[src/rtl/alu_pkg.sv]
// Shared constants and types for the shared-ALU arbiter: operand/control
// widths, the ALU code encoding and the sequencer state type.
package alu_pkg;

  localparam int DATA_W = 32;
  localparam int OP_W   = 6;
  localparam int CODE_W = 3;

  // ALU code field; the arbiter passes it through without interpreting it.
  typedef enum logic [CODE_W-1:0] {
    CODE_ARITH = 3'b000,
    CODE_EQ    = 3'b001,
    CODE_LT    = 3'b010,
    CODE_GT    = 3'b011,
    CODE_CLX   = 3'b100,
    CODE_ADDI  = 3'b101,
    CODE_ADDIS = 3'b110
  } aluCode_t;

  typedef enum logic [1:0] {
    ST_IDLE = 2'b00,
    ST_EXEC = 2'b01,
    ST_RESP = 2'b10
  } arbState_t;

endpackage

[src/rtl/alu_arb_grant.sv]
// Combinational grant logic for the two ALU requesters. A tie goes to the
// port that was not granted last (lastId); tying lastId high gives fixed
// priority to port 0.
module alu_arb_grant (
  input  logic       valid0,
  input  logic       valid1,
  input  logic       lastId,
  input  logic       window,
  output logic [1:0] grant
);

  // One-hot grant, only inside the grant window.
  always_comb begin
    grant = 2'b00;
    if (window) begin
      if (valid0 && valid1) begin
        grant = lastId ? 2'b01 : 2'b10;
      end else if (valid0) begin
        grant = 2'b01;
      end else if (valid1) begin
        grant = 2'b10;
      end
    end
  end

endmodule

[src/rtl/alu_share_arb.sv]
// Two-requester arbiter/sequencer for the shared combinational ALU.
// Accepted requests drive registered ALU inputs; the result and zero flag
// are captured one cycle later and returned on a tagged valid/ready channel.
// Build option: define ALU_ARB_RR_EN for round-robin tie breaking; without
// it port 0 always wins ties and no pointer register exists.
module alu_share_arb #(
  parameter int DATA_W = alu_pkg::DATA_W,
  parameter int OP_W   = alu_pkg::OP_W,
  parameter int CODE_W = alu_pkg::CODE_W
) (
  input  logic              clk,
  input  logic              rst_n,
  input  logic              r0_valid,
  output logic              r0_ready,
  input  logic [DATA_W-1:0] r0_a,
  input  logic [DATA_W-1:0] r0_b,
  input  logic [OP_W-1:0]   r0_op,
  input  logic [CODE_W-1:0] r0_code,
  input  logic              r1_valid,
  output logic              r1_ready,
  input  logic [DATA_W-1:0] r1_a,
  input  logic [DATA_W-1:0] r1_b,
  input  logic [OP_W-1:0]   r1_op,
  input  logic [CODE_W-1:0] r1_code,
  output logic [DATA_W-1:0] alu_a,
  output logic [DATA_W-1:0] alu_b,
  output logic [OP_W-1:0]   alu_operation,
  output logic [CODE_W-1:0] alu_code,
  input  logic [DATA_W-1:0] alu_result,
  input  logic              alu_zero,
  output logic              rsp_valid,
  input  logic              rsp_ready,
  output logic              rsp_id,
  output logic [DATA_W-1:0] rsp_result,
  output logic              rsp_zero,
  output logic              busy
);

  import alu_pkg::*;

  arbState_t  stateQ;
  arbState_t  stateNext;
  logic       window;
  logic [1:0] grant;
  logic       accept;
  logic       accId;
  logic       lastId;
  logic       idQ;

  // Readys are held low while reset is asserted even though the state is IDLE.
  assign window = rst_n && ((stateQ == ST_IDLE) ||
                            ((stateQ == ST_RESP) && rsp_ready));

  alu_arb_grant uGrant (
    .valid0 (r0_valid),
    .valid1 (r1_valid),
    .lastId (lastId),
    .window (window),
    .grant  (grant)
  );

  assign r0_ready = grant[0];
  assign r1_ready = grant[1];
  assign accept   = |grant;
  assign accId    = grant[1];

`ifdef ALU_ARB_RR_EN
  logic rrPtr;

  // Remember the last granted port; reset to 1 so port 0 wins the first tie.
  always_ff @(posedge clk or negedge rst_n) begin
    if (!rst_n) begin
      rrPtr <= 1'b1;
    end else if (accept) begin
      rrPtr <= accId;
    end
  end

  assign lastId = rrPtr;
`else
  assign lastId = 1'b1;
`endif

  // State register.
  always_ff @(posedge clk or negedge rst_n) begin
    if (!rst_n) begin
      stateQ <= ST_IDLE;
    end else begin
      stateQ <= stateNext;
    end
  end

  // Next state: EXEC is always one cycle; RESP waits for the consumer.
  always_comb begin
    stateNext = stateQ;
    unique case (stateQ)
      ST_IDLE: if (accept) stateNext = ST_EXEC;
      ST_EXEC: stateNext = ST_RESP;
      ST_RESP: if (rsp_ready) stateNext = accept ? ST_EXEC : ST_IDLE;
      default: stateNext = ST_IDLE;
    endcase
  end

  // ALU controls load only on acceptance and otherwise hold, since the
  // MOVN/MOVZ paths depend on the result staying put.
  always_ff @(posedge clk or negedge rst_n) begin
    if (!rst_n) begin
      alu_a         <= '0;
      alu_b         <= '0;
      alu_operation <= '0;
      alu_code      <= '0;
      idQ           <= 1'b0;
    end else if (accept) begin
      alu_a         <= accId ? r1_a    : r0_a;
      alu_b         <= accId ? r1_b    : r0_b;
      alu_operation <= accId ? r1_op   : r0_op;
      alu_code      <= accId ? r1_code : r0_code;
      idQ           <= accId;
    end
  end

  // Capture the ALU output at the close of EXEC; clear valid on handshake.
  always_ff @(posedge clk or negedge rst_n) begin
    if (!rst_n) begin
      rsp_valid  <= 1'b0;
      rsp_result <= '0;
      rsp_zero   <= 1'b0;
    end else if (stateQ == ST_EXEC) begin
      rsp_valid  <= 1'b1;
      rsp_result <= alu_result;
      rsp_zero   <= alu_zero;
    end else if ((stateQ == ST_RESP) && rsp_ready) begin
      rsp_valid  <= 1'b0;
    end
  end

  assign rsp_id = idQ;
  assign busy   = (stateQ != ST_IDLE);

endmodule

[config.mk]
export PLATFORM = sky130hd
export DESIGN_NAME = alu_share_arb
export DESIGN_NICKNAME = d
export VERILOG_FILES = /design/src/rtl/alu_pkg.sv /design/src/rtl/alu_arb_grant.sv /design/src/rtl/alu_share_arb.sv
export SDC_FILE = /design/constraint.sdc
export NUM_CORES = 1
export LEC_CHECK = 0
export CAP_MARGIN = 10
export CORE_MARGIN = 5
export CORE_UTILIZATION = 43
export CTS_CLUSTER_SIZE = 24
export DETAILED_ROUTE_END_ITERATION = 16
export GPL_TIMING_DRIVEN = 0
export PLACE_DENSITY_LB_ADDON = 0.05
export SLEW_MARGIN = 10
export SYNTH_ARGS = -nofsm -noshare
export SYNTH_HDL_FRONTEND = slang
export SYNTH_SLANG_ARGS = --single-unit
[constraint.sdc]
create_clock -name clk -period 3 [get_ports clk]
set_input_delay 0.6 -clock clk [delete_from_list [all_inputs] [get_ports clk]]
set_output_delay 0.6 -clock clk [all_outputs]
set_load 0.05 [all_outputs]
### Word-level counts from Yosys, hierarchy flattened

Index checks and enable logic that the tools add are counted.

| word-level totals | value |
|---|---|
| register bits | 110 |
| bits in latches | 0 |
| bits in writable memories | 0 |
| memory bits (read-only) | 0 |
| input bits | 184 |
| output and inout bits | 111 |
| logic and storage cells | 36 |
| memories kept | 0 |

| operators by class | value |
|---|---|
| add/sub/neg operators | 0 |
| multiply operators | 0 |
| div/mod/pow operators | 0 |
| magnitude comparators | 0 |
| eq/ne operators | 4 |
| shift operators | 0 |
| mux-type cells | 14 |
| bitwise operators | 0 |
| reduce and logical (&&, ||, !) cells | 9 |

Operators by type and width:

| kind | count |
|---|---|
| $mux W32 | 2 |
| $mux W2 | 6 |
| $mux W6 | 1 |
| $pmux W2 S3 | 1 |
| $ne A2 B2 Y1 const B | 2 |
| $reduce_bool A2 Y1 | 2 |
| $logic_and A1 B1 Y1 | 3 |
| $mux W1 | 3 |
| $mux W3 | 1 |
| $eq A2 B1 Y1 const B | 1 |
| $eq A2 B2 Y1 const B | 1 |
| $logic_not A2 Y1 | 1 |
| $reduce_and A2 Y1 | 1 |
| $reduce_or A2 Y1 | 1 |
| $logic_or A1 B1 Y1 | 1 |

### Depth between registers and ports, before layout

| depth | value |
|---|---|
| depth in word-level cells | 9 |
| gate-level depth with buffers | 5 |
| depth with buffers taken out | 3 |

### Cells and area by module

A second synthesis with hierarchy kept.

| second synthesis, totals | value |
|---|---|
| cells, all modules | 410 |
| area, all modules | 4957.3 µm² |

Modules (own cells, without submodules):

| module | times used | cells an instance | area each (µm²) | sequential area each (µm²) |
|---|---|---|---|---|
| alu_share_arb | 1 | 405 | 4936.0 | 2752.6 |
| alu_arb_grant | 1 | 5 | 21.3 | 0.0 |

### Least setup slack after synthesis

No wires, ideal clock.

| timing | value |
|---|---|
| path type | in2out |
| from | input port r0_valid |
| to | output port r1_ready |
| arrival | 2.637 ns |
| required time | 2.400 ns |
| slack | -0.237 ns |
| stages on the path | 4 |
| buffers on the path | 2 |
| path through | nand2b_4 buf_6 buf_6 nor4b_1 |

| between the ends | value |
|---|---|
| cells in the longest elaborated chain, start to end | 3 |
| elaborated cells on any way between the ends | 4 |
| those cells by class | mux (3); reduce/logical (1) |

Ends and longest elaborated chain:

| what | line | source |
|---|---|---|
| start, declared | alu_share_arb.sv:13 | `input logic r0_valid,` |
| $mux W2 or $logic_and A1 B1 Y1 (tied branches) | alu_arb_grant.sv:18, alu_arb_grant.sv:16 |  |
| $mux W2 * | alu_arb_grant.sv:16 | `if (valid0 && valid1) begin` |
| $mux W2 * | alu_arb_grant.sv:15 | `if (window) begin` |
| end, declared | alu_share_arb.sv:20 | `output logic r1_ready,` |

Every way passes the cells marked *; elsewhere a longest branch is shown, timed or not.

### Worst setup path in the final report

| timing | value |
|---|---|
| from | input port rst_n |
| to | output port r0_ready |

| between the ends | value |
|---|---|
| cells in the longest elaborated chain, start to end | 2 |

Ends and longest elaborated chain:

| what | line | source |
|---|---|---|
| start, declared | alu_share_arb.sv:12 | `input logic rst_n,` |
| $logic_and A1 B1 Y1 | alu_share_arb.sv:51 | `assign window = rst_n && ((stateQ == ST_IDLE) \|\|` |
| $mux W2 | alu_arb_grant.sv:15 |  |
| end, declared | alu_share_arb.sv:14 | `output logic r0_ready,` |

No other way between the ends.

==> impl.org <==
** Final layout
- Final layout net count :: 815
- Share of cells above drive strength 1 :: 34.5%
- Finished Layout Cells :: 807
- Antenna diodes :: 0
- P&R area growth vs syn :: 63.8%
- After routing the design area is 8960 um2.

** Setup path
- Data on the critical path is required at its endpoint by 2.40 ns.
- The largest single stage delay on the critical path is 0.56 ns.
- Capturing point of the worst reg2reg path :: alu_b[8]
- Critical-path top delay cell :: sky130_fd_sc_hd__dlygate4sd2_1
- Register-to-register setup slack :: 1.31 ns
- The number of cells on the worst reg-to-reg path is 5.
- Along the worst path, the maximum fanout reaches 92.
- Critical path endpoint category :: primary output
- The worst setup path is launched from an input port.
- Data on the critical path arrives at its endpoint at 2.19 ns.
- Cell chain of the critical path :: buf_6, buf_16, and3_1, and2_1, dlygate4sd2_1
- The critical path is of the input port to primary output type.
- FF-to-FF Start :: stateQ[1]

** Clock network
- Max clock buf depth :: 2
- The tree is rooted in a sky130_fd_sc_hd__clkbuf_16.
- TritonCTS sink count :: 110
- Post-CTS Setup Bufs :: 0
- Clock tree from TritonCTS :: built
- CTS H-tree lvls :: 3
- Clock tree synthesis inserted a total of 9 buffers.
- Register clock-pin slew on the reported worst setup and hold paths :: 0.07 ns
- Number of buffers inserted by hold repair at cts :: 0
- In this run, post-CTS repair resized a total of 4 instances.
- For the worst-skew pair, the clock arrives at the later sink with an insertion delay of 0.35 ns.

** Die
- Die footprint :: 15100 um2
- Site row count :: 41
- Die height :: 123 um
- Once the floorplan was initialized, standard cells occupied 43.5% of the core.
- 295 I/O pins were placed.
- The region available for standard cell placement spans 12600 um2.
- Die outline width :: 123 um

** Detailed routing
- Drt wl/cell :: 19.0 um
- Via-to-Cell Ratio :: 4.78
- Vias after detailed routing :: 3858
- In the detailed route, the total length drawn on met3 is 1.51 mm.
- Detail Route Antenna Nets :: 0
- Signal routing reaches up to met4.
- The pre-antenna-repair detailed-routing pass consisted of 4 iterations.
- Drt drc :: 0
- Initial DRC Count :: 98
- Detailed-route wire length :: 15.3 mm
- Routed length on met1 :: 5.31 mm
- Summed over all nets, wire length on met2 after detailed routing comes to 8.19 mm.

** Power and ir drop
- Net switching is 41.4% of the power.
- Combinational fraction of design power :: 52.5%
- Dividing total power by cell area gives a power density of 805 nW/um2.
- Net switching power :: 2.99 mW
- In this run, flip-flops and latches consume 30.3% of the power.
- In this run, the clock network consumes 17.2% of the power.
- Summed over all cells, the static leakage comes to 3.93 nW.
- Across the VDD grid, the largest voltage drop is 0.536 mV.
- Int Pwr :: 4.23 mW

** Flow run
- Across the run, the number of max-cap violations was 0.

** Placement
- Area of placed instances :: 8660 um2
- Final estimated routing congestion in global placement :: 0.727
- # port buffers :: 294
- Counting tap cells, the placed design contains a total of 792 instances.
- HPWL after detailed placement :: 12.2 mm

** Status
- The run finished with clean final reports.

** Timing
- Count of final setup violators :: 0
- Derived from the worst setup path, the maximum achievable clock frequency is 358 MHz.
- The number of hold-slack violations in the final timing report came to 0.
- Crit share post-route :: 93.0%
- Relative slew margins :: 60.5%
- Minimum clock period after layout :: 2.79 ns
- Unrepaired setup endpoints after global routing :: false
- Across the routed clock network, the largest skew measured is 0.00748 ns.
- The number of slew-limit violations in the final report came to 0.
- Pin slew with the least headroom to its limit :: 0.591 ns

** Yosys
- After synthesis, the mean cell area works out to 16.8 um2.
- Among all flip-flop cells after synthesis, the most frequent one is sky130_fd_sc_hd__dfrtp_1.
- Synthesis warning total :: 0
- By count the netlist is led by sky130_fd_sc_hd__dfrtp_1, sky130_fd_sc_hd__mux2_4, sky130_fd_sc_hd__mux2_2.
- Leading cell types by total area after synthesis :: sky130_fd_sc_hd__dfrtp_1, sky130_fd_sc_hd__mux2_4, sky130_fd_sc_hd__mux2_2, sky130_fd_sc_hd__buf_6, sky130_fd_sc_hd__buf_2
- Of all flip-flops after synthesis, the portion carrying an async set or reset was 100%.
- Post-synth EDFFs :: 0
- The cell count after synthesis came out at 325.
- Cell variety after synth :: 22
- Sequential area share after synthesis :: 50.3%
- Area leader, netlist :: sky130_fd_sc_hd__dfrtp_1
- The number of nets handed over by synthesis was 509.
- Number of synthesized register bits :: 110
- sky130_fd_sc_hd__dfrtp_1 is the most common cell in the netlist.
- Area share of the largest cell type after synthesis :: 50.3%
- Mapped cell area :: 5470 um2

** Global routing
- The number of antenna violations at the first check in global routing was 0.
- Pin count of the biggest net entering global routing :: 93
- Global routing consumed, over all layers together, 20.1% of the routing resources.
- Global-route wire length before repair :: 22.7 mm
- The via count of the first global-routing pass is 4272.
- Grt ovf :: 0

** Hold path
- Class of the worst hold path :: input port to asynchronous set/reset pin
[cell type report]
cell class                      count  area (um2)
Clock buffer                       11         233
Fill cell                         870        3610
Multi-Input combinational cell    194        2540
Tap cell                          172         215
Timing Repair Buffer              295        2970
Inverter                            2        7.51
Sequential cell                   110        2750
Clock inverter                      4        72.6
Buffer                             19         179
[power groups by stage]
stage	logic (mW)	clock network, mW	registers [mW]
after global placement	3.79	0	2.18
final	3.79	1.24	2.18
after floorplan	0.807	0	3.78
after CTS	3.83	1.28	2.19
after global routing	3.92	1.33	2.25
after detailed placement	3.82	0	2.21
[how the worst max path moves through the flow]
stage,endpoint,slack (ns),startpoint
2_1_floorplan,r1_ready,0.46,r0_valid
3_3_place_gp,r1_ready,-3.98,rst_n
3_5_place_dp,r1_ready,-0.30,r1_valid
4_1_cts,r1_ready,0.003,r1_valid
5_1_grt,r0_ready,0.07,rst_n
6_report,r0_ready,0.21,rst_n
[critical path, delay by kind of cell]
kind / cells / cell delay (ns)
buffers and inverters: 3 / 1.14
AND/OR/NAND/NOR: 2 / 0.36
[flip-flops by register name, indices dropped and copies added, names as in the netlist]
| register | flops |
|---|---|
| rsp_valid | 1 |
| rsp_id | 1 |
| alu_a | 32 |
| alu_b | 32 |
| rsp_result | 32 |
| stateQ | 2 |
| rsp_zero | 1 |
| alu_operation | 6 |
| alu_code | 3 |
[layout by cell type, fill, tap and decap left out, drive strengths merged, types with 2 or more instances in the layout]
| master | instances |
|---|---|
| a21oi | 2 |
| buf | 21 |
| bufinv | 2 |
| clkbuf | 12 |
| clkdlybuf4s50 | 291 |
| dfrtp | 110 |
| inv | 2 |
| mux2 | 179 |
| nand2b | 2 |
| nor2 | 2 |
[stage by stage]
stage	setup slack (ns)	utilization, %	setup TNS [ns]	hold WS (ns)	power (mW)
after floorplan	0.459	-	0	0.304	4.59
after global placement	-3.98	68.7	-580.81	0.488	5.97
after detailed placement	-0.297	68.9	-0.394	0.464	6.03
after CTS	0.00343	71.3	0	0.0818	7.30
after global routing	0.0707	71.3	0	0.0915	7.50
final	0.210	71.3	0	0.0901	7.22
[metal layers]
layer	up-vias	global-route usage (%)
met5	-	0
met2	175	36.7
met1	1886	20.6
met4	0	6.09
met3	20	8.71
li1	1777	-
[cells by family (layout without fill, tap and decap cells)]
family / Yosys count / in the layout / synth area share (%)
multiplexers: 179 / 179 / 44.3
flip-flops: 110 / 110 / 50.3
buffers and inverters: 21 / 331 / 3.41
AND/OR/NAND/NOR: 9 / 9 / 1.17
AO/OA/AOI/OAI: 6 / 6 / 0.778
No activity file was read; power rests on OpenSTA's default activity.
